$ cat src/rtl/usart_pkg.sv
// Shared USART constants: RX FSM state encodings and default frame geometry.
package usart_pkg;

  localparam logic [1:0] RX_IDLE  = 2'd0;
  localparam logic [1:0] RX_START = 2'd1;
  localparam logic [1:0] RX_DATA  = 2'd2;
  localparam logic [1:0] RX_STOP  = 2'd3;

  localparam int unsigned USART_DATA_W  = 8;
  localparam int unsigned USART_OVS     = 16;
  localparam int unsigned USART_CLK_DIV = 4;

  // Counter width for a 0..n-1 range; never narrower than one bit.
  function automatic int unsigned cnt_width(input int unsigned n);
    return (n > 1) ? $clog2(n) : 1;
  endfunction

endpackage

$ cat src/rtl/usart_tick_gen.sv
// Oversample tick divider: counts 0..CLK_DIV-1, pulses tick on the terminal count.
module usart_tick_gen import usart_pkg::*; #(
  parameter int unsigned CLK_DIV = USART_CLK_DIV
) (
  input  logic clk,
  input  logic rst,
  input  logic clear,
  output logic tick
);

  localparam int unsigned    CW       = cnt_width(CLK_DIV);
  localparam logic [CW-1:0]  DIV_LAST = CW'(CLK_DIV - 1);

  logic [CW-1:0] div_q;

  // Clear suppresses tick so the first tick after release lands a full period later.
  assign tick = !clear && (div_q == DIV_LAST);

  always_ff @(posedge clk) begin
    if (rst || clear) begin
      div_q <= '0;
    end else if (div_q == DIV_LAST) begin
      div_q <= '0;
    end else begin
      div_q <= div_q + 1'b1;
    end
  end

endmodule

$ cat src/rtl/usart_rx_frame.sv
// Oversampling asynchronous serial receiver: deserialises one LSB-first frame,
// checks the stop bit and flags a match against the station address.
module usart_rx_frame import usart_pkg::*; #(
  parameter int unsigned DATA_W  = USART_DATA_W,
  parameter int unsigned OVS     = USART_OVS,
  parameter int unsigned CLK_DIV = USART_CLK_DIV
) (
  input  logic              clk,
  input  logic              rst,
  input  logic              rxd,
  input  logic [DATA_W-1:0] own_addr,
  output logic [DATA_W-1:0] rx_data,
  output logic              rx_valid,
  output logic              addr_match,
  output logic              frame_err,
  output logic              busy
);

  localparam int unsigned    TCW      = cnt_width(OVS);
  localparam int unsigned    BCW      = cnt_width(DATA_W);
  localparam logic [TCW-1:0] TICK_MID = TCW'(OVS / 2 - 1);
  localparam logic [TCW-1:0] TICK_END = TCW'(OVS - 1);
  localparam logic [BCW-1:0] BIT_LAST = BCW'(DATA_W - 1);

  logic              rxd_meta_q;
  logic              rxd_s;
  logic              tick;

  logic [1:0]        state_q,      state_d;
  logic [TCW-1:0]    tick_cnt_q,   tick_cnt_d;
  logic [BCW-1:0]    bit_cnt_q,    bit_cnt_d;
  logic [DATA_W-1:0] shreg_q,      shreg_d;
  logic [DATA_W-1:0] rx_data_q,    rx_data_d;
  logic              rx_valid_q,   rx_valid_d;
  logic              addr_match_q, addr_match_d;
  logic              frame_err_q,  frame_err_d;

  // Two-flop synchroniser; idles high so reset never looks like a start edge.
  always_ff @(posedge clk) begin
    if (rst) begin
      rxd_meta_q <= 1'b1;
      rxd_s      <= 1'b1;
    end else begin
      rxd_meta_q <= rxd;
      rxd_s      <= rxd_meta_q;
    end
  end

  usart_tick_gen #(
    .CLK_DIV (CLK_DIV)
  ) u_tick_gen (
    .clk   (clk),
    .rst   (rst),
    .clear (state_q == RX_IDLE),
    .tick  (tick)
  );

  always_comb begin
    state_d      = state_q;
    tick_cnt_d   = tick_cnt_q;
    bit_cnt_d    = bit_cnt_q;
    shreg_d      = shreg_q;
    rx_data_d    = rx_data_q;
    rx_valid_d   = 1'b0;
    addr_match_d = 1'b0;
    frame_err_d  = 1'b0;

    unique case (state_q)
      RX_IDLE: begin
        if (!rxd_s) begin
          state_d    = RX_START;
          tick_cnt_d = '0;
          bit_cnt_d  = '0;
        end
      end

      RX_START: begin
        if (tick) begin
          if (tick_cnt_q == TICK_MID) begin
            tick_cnt_d = '0;
            bit_cnt_d  = '0;
            // A start bit that is high again at mid-bit was a glitch.
            state_d    = rxd_s ? RX_IDLE : RX_DATA;
          end else begin
            tick_cnt_d = tick_cnt_q + 1'b1;
          end
        end
      end

      RX_DATA: begin
        if (tick) begin
          if (tick_cnt_q == TICK_END) begin
            tick_cnt_d = '0;
            shreg_d    = {rxd_s, shreg_q[DATA_W-1:1]};
            if (bit_cnt_q == BIT_LAST) begin
              state_d = RX_STOP;
            end else begin
              bit_cnt_d = bit_cnt_q + 1'b1;
            end
          end else begin
            tick_cnt_d = tick_cnt_q + 1'b1;
          end
        end
      end

      RX_STOP: begin
        if (tick) begin
          if (tick_cnt_q == TICK_END) begin
            tick_cnt_d = '0;
            state_d    = RX_IDLE;
            if (rxd_s) begin
              rx_data_d    = shreg_q;
              rx_valid_d   = 1'b1;
              addr_match_d = &(shreg_q ~^ own_addr);
            end else begin
              frame_err_d  = 1'b1;
            end
          end else begin
            tick_cnt_d = tick_cnt_q + 1'b1;
          end
        end
      end

      default: state_d = RX_IDLE;
    endcase
  end

  always_ff @(posedge clk) begin
    if (rst) begin
      state_q      <= RX_IDLE;
      tick_cnt_q   <= '0;
      bit_cnt_q    <= '0;
      shreg_q      <= '0;
      rx_data_q    <= '0;
      rx_valid_q   <= 1'b0;
      addr_match_q <= 1'b0;
      frame_err_q  <= 1'b0;
    end else begin
      state_q      <= state_d;
      tick_cnt_q   <= tick_cnt_d;
      bit_cnt_q    <= bit_cnt_d;
      shreg_q      <= shreg_d;
      rx_data_q    <= rx_data_d;
      rx_valid_q   <= rx_valid_d;
      addr_match_q <= addr_match_d;
      frame_err_q  <= frame_err_d;
    end
  end

  assign rx_data    = rx_data_q;
  assign rx_valid   = rx_valid_q;
  assign addr_match = addr_match_q;
  assign frame_err  = frame_err_q;
  assign busy       = (state_q != RX_IDLE);

endmodule

$ cat config.mk
export PLATFORM = sky130hd
export DESIGN_NAME = usart_rx_frame
export DESIGN_NICKNAME = d
export VERILOG_FILES = /design/src/rtl/usart_pkg.sv /design/src/rtl/usart_tick_gen.sv /design/src/rtl/usart_rx_frame.sv
export SDC_FILE = /design/constraint.sdc
export NUM_CORES = 1
export LEC_CHECK = 0
export CAP_MARGIN = 20
export CORE_ASPECT_RATIO = 1.25
export CORE_UTILIZATION = 30
export CTS_BUF_LIST = sky130_fd_sc_hd__clkbuf_2
export DETAILED_ROUTE_END_ITERATION = 10
export PLACE_DENSITY = 0.58
export SLEW_MARGIN = 10
export SYNTH_ARGS = -nofsm -noshare
export SYNTH_HDL_FRONTEND = slang
export SYNTH_SLANG_ARGS = --single-unit
$ cat constraint.sdc
create_clock -name clk -period 2.6 [get_ports clk]
set_input_delay 0.26 -clock clk [delete_from_list [all_inputs] [get_ports clk]]
set_output_delay 0.26 -clock clk [all_outputs]
set_load 0.1 [all_outputs]
* Yosys cells after proc, flatten, opt, wreduce, memory -nomap -nowiden
Cells that the tools add are included.
Cells by class: $add $sub $neg 3, multiply operators 0, divide/modulo/power cells 0, order comparisons 0, equal/unequal tests 17, shifts and indexed selects 0, multiplexer cells 25, bitwise logic cells 5, reduce and logical (&&, ||, !) cells 16
Operator list (number):
- 2-to-1 mux 4 bit | 5
- 2-to-1 mux 2 bit | 9
- 2-to-1 mux 3 bit | 6
- != test 2 bit, second input constant | 9
- AND reduction 8 bit | 2
- one-hot mux 4 bit (3 select lines) | 1
- one-hot mux 3 bit (3 select lines) | 1
- one-hot mux 2 bit (4 select lines) | 1
- XNOR 8 bit | 1
- AND reduction 7 bit | 1
- == test 2 bit, second input constant | 3
- AND reduction 3 bit | 2
- OR reduction 5 bit | 1
- adder 4 x 1 -> 4 bit, second input constant | 1
- == test 4 x 3 -> 1 bit, second input constant | 1
- == test 4 bit, second input constant | 1
- NOT 1 bit | 4
- AND reduction 4 bit | 1
- OR reduction 2 bit | 2
- OR reduction 4 bit | 1
- adder 3 x 1 -> 3 bit, second input constant | 1
- == test 3 bit, second input constant | 1
- nonzero test 3 bit | 1
- adder 2 x 1 -> 2 bit, second input constant | 1
- other kinds (8) | 9
Storage, ports and cells: flip-flop bits (word level) 32, latch bits 0, bits in writable memories 0, bits in read-only memories 0, input port bits 11, logic and storage cells 77, memories kept 0

* Depth between registers and ports, before layout
depth in word-level cells 5, depth in mapped cells 7, gate-level depth less buffers 6

* By module
From an unflattened synthesis, not the netlist that was laid out.
Second synthesis, totals: cell total of the unflattened synthesis 140, area, all modules 1456.4 um2
Modules (own cells, without submodules):
- usart_rx_frame | times used 1, cells an instance 134, area an instance 1370.1 um2
- usart_tick_gen | times used 1, cells an instance 6, area an instance 86.3 um2

* Least setup slack after synthesis
No wires, ideal clock.
path type register to register, start point register state_q[0], end point register bit_cnt_q[2], library setup time 0.070 ns, data arrival time 1.775 ns, required time 2.530 ns, setup slack 0.754 ns, cell stages (with the launch flop) 8, clock period less this slack 1.846 ns, cell sequence dfxtp_1 buf_6 nor2_2 inv_2 a21oi_1 buf_2 or4_1 a21oi_1
Between the ends: longest elaborated chain between the ends 5, elaborated cells on any way between the ends 14, those cells by class eq/ne (8); mux (1); reduce/logical (5)
RTL lines:
- start, declared | RTL line usart_rx_frame.sv:29 | logic [1:0] state_q, state_d;
- start signal, assigned | RTL line usart_rx_frame.sv:139 | state_q <= state_d;
- logical NOT 2 bit | RTL line usart_rx_frame.sv:54, usart_rx_frame.sv:68
- logical NOT 1 bit | RTL line usart_tick_gen.sv:17 | assign tick = !clear && (div_q == DIV_LAST);
- logical AND 1 bit | RTL line usart_tick_gen.sv:17
- != test 2 bit (no source line)
- AND reduction 7 bit (no source line)
- end signal, assigned | RTL line usart_rx_frame.sv:141 | bit_cnt_q <= bit_cnt_d;
- end, declared | RTL line usart_rx_frame.sv:31 | logic [BCW-1:0] bit_cnt_q, bit_cnt_d;
Parallel ways exist; a longest one is shown, timed or not. A chain may end at the register's enable or synchronous reset.

* Worst setup path after layout
start point register bit_cnt_q[0], end point register bit_cnt_q[2]
Between the ends: longest elaborated chain between the ends 5, elaborated cells on any way between the ends 8, those cells by class add/sub (1); eq/ne (2); mux (4); reduce/logical (1)
RTL lines:
- adder 3 x 1 -> 3 bit | RTL line usart_rx_frame.sv:98 | bit_cnt_d = bit_cnt_q + 1'b1;
- 2-to-1 mux 3 bit | RTL line usart_rx_frame.sv:95 | if (bit_cnt_q == BIT_LAST) begin
- 2-to-1 mux 3 bit | RTL line usart_rx_frame.sv:92 | if (tick_cnt_q == TICK_END) begin
- 2-to-1 mux 3 bit | RTL line usart_rx_frame.sv:91 | if (tick) begin
- one-hot mux 3 bit (3 select lines) | RTL line usart_rx_frame.sv:68 | unique case (state_q)
Parallel ways exist; a longest one is shown, timed or not. The select of a mux whose other input is x is not followed.

==> qor.yml <==
grt:
  grt_pass1_vias: 1055
  grt_max_degree: 20
  antenna_found_initial: 0
  grt_usage_pct: 12.8
  grt_pass1_wl_um: 4860
  gr-total-overflow: 0
worst_setup_path:
  reg2reg_depth: 6
  reg2reg_slack_ns: 0.72
  path_class: "reg2reg"
  crit_fanout: 6
  r2r_start: "bit_cnt_q[0]"
  start_kind: "flop"
  cp.required_ns: 2.89
  r2r_end: "bit_cnt_q[2]"
  setup.worst_path.end_class: "flop"
  cp.arrival_ns: 2.16
cts:
  clock-sinks: 32
  clk_pin_slew_ns: 0.15
  cts_tree: "yes"
  postCtsSetupRepairBufs: 0
  numCtsBuffers: 5
  cts.path.max_buffers: 2
  cts_resized: 0
  htreeDepth: 2
  hold_buffers: 0
  clkLatencyLatePin_ns: 0.36
  root_buffer: "clkbuf_2"
finish:
  areaGrowthSynthToFinish_pct: 18.0
  final_cells: 224
  nNetsFinal: 183
  mostFrequentLayoutCell: "dfxtp_1"
  layout-drive-gt1-share_pct: 15.7
  final_cell_mix: "32 x dfxtp_1, 21 x nor2_1, 17 x mux2i_1"
  n_fill_cell: 463
  n_antenna_cell: 0
  fin_util_pct: 37.3
timing:
  setup_viol: 0
  finalHoldViolations: 0
  slew_headroom_pct: 55.8
  whs_ns: 0.417
  max_clock_freq_ghz: 0.533
  min_period_ns: 1.88
  tns_ns: 0
  rsz0062_at_grt: "no"
  finClkSkew_ns: 0.0130
  tightest_slew_ns: 0.661
  drv_slew: 0
  layout_worst_path_cycle_share_pct: 72.1
logic_synthesis:
  syn_nets: 161
  synth_cells: 146
  synth_area_leader_cell: "dfxtp_1"
  netlist_area_sq_um: 1400
  yosys_register_bits: 32
  avgSynthCellArea_sq_um: 9.58
  ys_seq_area_share_pct: 45.8
  yosysWarnings: 0
  synth_top_area_share_pct: 45.8
  synth_cell_types: 33
  netlist_top_cells_area: "dfxtp_1 46%, mux2i_1 12%, nor2_1 5.6%, xnor2_1 5.0%, ha_1 3.6%"
power:
  comb_power_share_pct: 7.0
  power.share.clock_pct: 27.0
  total_power_mw: 0.753
  p_leak_nw: 0.665
  p_sw_share_pct: 24.3
  p_int_mw: 0.570
  ir_drop_v: 0.000262
  power_density_nw_per_um2: 456
  p_sw_mw: 0.183
  power_frac_seq_pct: 66.0
route:
  wl_per_cell_um: 12.6
  drt_iter0_markers: 92
  vias: 1113
  viasPerCell: 4.97
  drt_wl_total_um: 2810
  post-route-drc-count: 0
  first_pass_iters: 4
  final_antenna_net_count: 0
placement:
  dp.cells: 219
  io_buffers: 22
  gp_congestion: 0.858
  hpwl_um: 2070
floorplan:
  dieWidth_um: 63.1
  core-area_sq_um: 4430
  die_h_um: 78.3
  rows: 27
  start_util_pct: 31.6
  io-pin-count: 23
  die-area_sq_um: 4940
hold_path:
  hold_start: "rxd_meta_q"
  worstHoldPathCells: 1
  whs_endpoint: "rxd_s"
  min_path_type: "reg2reg"
flow_run:
  maxCapViolations: 0
outcome:
  status: "complete, no violations"
## critical path: stages, from the launching register on
cell	delay [ns]
dfxtp_1	0.36
ha_1	0.20
ha_1	0.21
and4b_1	0.25
a211oi_1	0.13
or4_1	0.49
a21oi_1	0.18
## logic make-up (layout without fill, tap and decap cells)
kind of cell / count (synthesis) / after routing / share of synthesized area, %
xor+xnor: 8 / 8 / 5.01
simple gates: 54 / 54 / 20.9
fa+ha+maj: 4 / 4 / 3.58
mux: 18 / 18 / 13.0
buf+inv: 14 / 34 / 5.28
compound gates: 16 / 16 / 6.44
flops: 32 / 32 / 45.8
## metrics by stage
step,instance area [sq um],worst slack (ns)
4_1_cts,1650,0.716
2_1_floorplan,1400,0.754
5_1_grt,1650,0.547
3_5_place_dp,1630,0.752
3_3_place_gp,1630,0.837
6_report,1650,0.725
## power groups by stage
stage	Combinational, mW	Sequential [mW]	Clock, mW
after floorplan	0.0319	0.505	0
after global placement	0.0523	0.507	0
after global routing	0.0576	0.498	0.237
after CTS	0.0534	0.497	0.214
after detailed placement	0.0533	0.508	0
final	0.0528	0.497	0.204
## state kept, by name, indices dropped and copies added, names as in the netlist, 2 cells and up, named ones only
register,count
rx_data,8
shreg_q,8
tick_cnt_q,4
bit_cnt_q,3
u_tick_gen.div_q,2
## synthesized netlist by cell type
cell / instances
and4_1: 2
buf_2: 5
a211oi_1: 1
inv_1: 3
o21ai_0: 4
nand4_1: 4
and4b_1: 1
mux2_2: 1
nor4_1: 2
a31oi_1: 1
and4bb_1: 1
or4b_2: 1
o211ai_1: 1
a32oi_1: 1
nand3_1: 2
nor3_1: 4
or4_1: 4
dfxtp_1: 32
inv_2: 1
nor2_1: 21
nand3b_1: 1
mux2i_1: 17
clkbuf_1: 3
ha_1: 4
nor4b_1: 1
nor2_2: 1
nand2_1: 5
a21oi_1: 8
buf_6: 2
nor2b_1: 1
or2_2: 2
and3_1: 1
xnor2_1: 8
## per-layer routing
metal	routed length [um]	track usage, %	share of wire [%]
met5	0	0	0
met4	38	4.19	1.4
met3	150	5.09	5.3
met2	1370	21.3	49
met1	1250	14.9	45
## final cells by class
type / count / area [sq um] / area share [%]
clock buffer: 5 / 25.0 / 1.52
inverter: 4 / 15.0 / 0.910
multi-input combinational: 100 / 684 / 41.5
sequential: 32 / 641 / 38.8
tap: 58 / 72.6 / 4.40
timing repair buffer: 25 / 213 / 12.9
## worst max path at each step
| stage | start | end | slack [ns] |
|---|---|---|---|
| 4_1_cts | bit_cnt_q[0] | bit_cnt_q[2] | 0.72 |
| 3_3_place_gp | bit_cnt_q[0] | bit_cnt_q[1] | 0.84 |
| 2_1_floorplan | state_q[0] | bit_cnt_q[2] | 0.75 |
| 5_1_grt | bit_cnt_q[0] | bit_cnt_q[0] | 0.55 |
| 6_report | bit_cnt_q[0] | bit_cnt_q[2] | 0.72 |
| 3_5_place_dp | bit_cnt_q[0] | bit_cnt_q[2] | 0.75 |
Power figures use the tool's default switching activity.
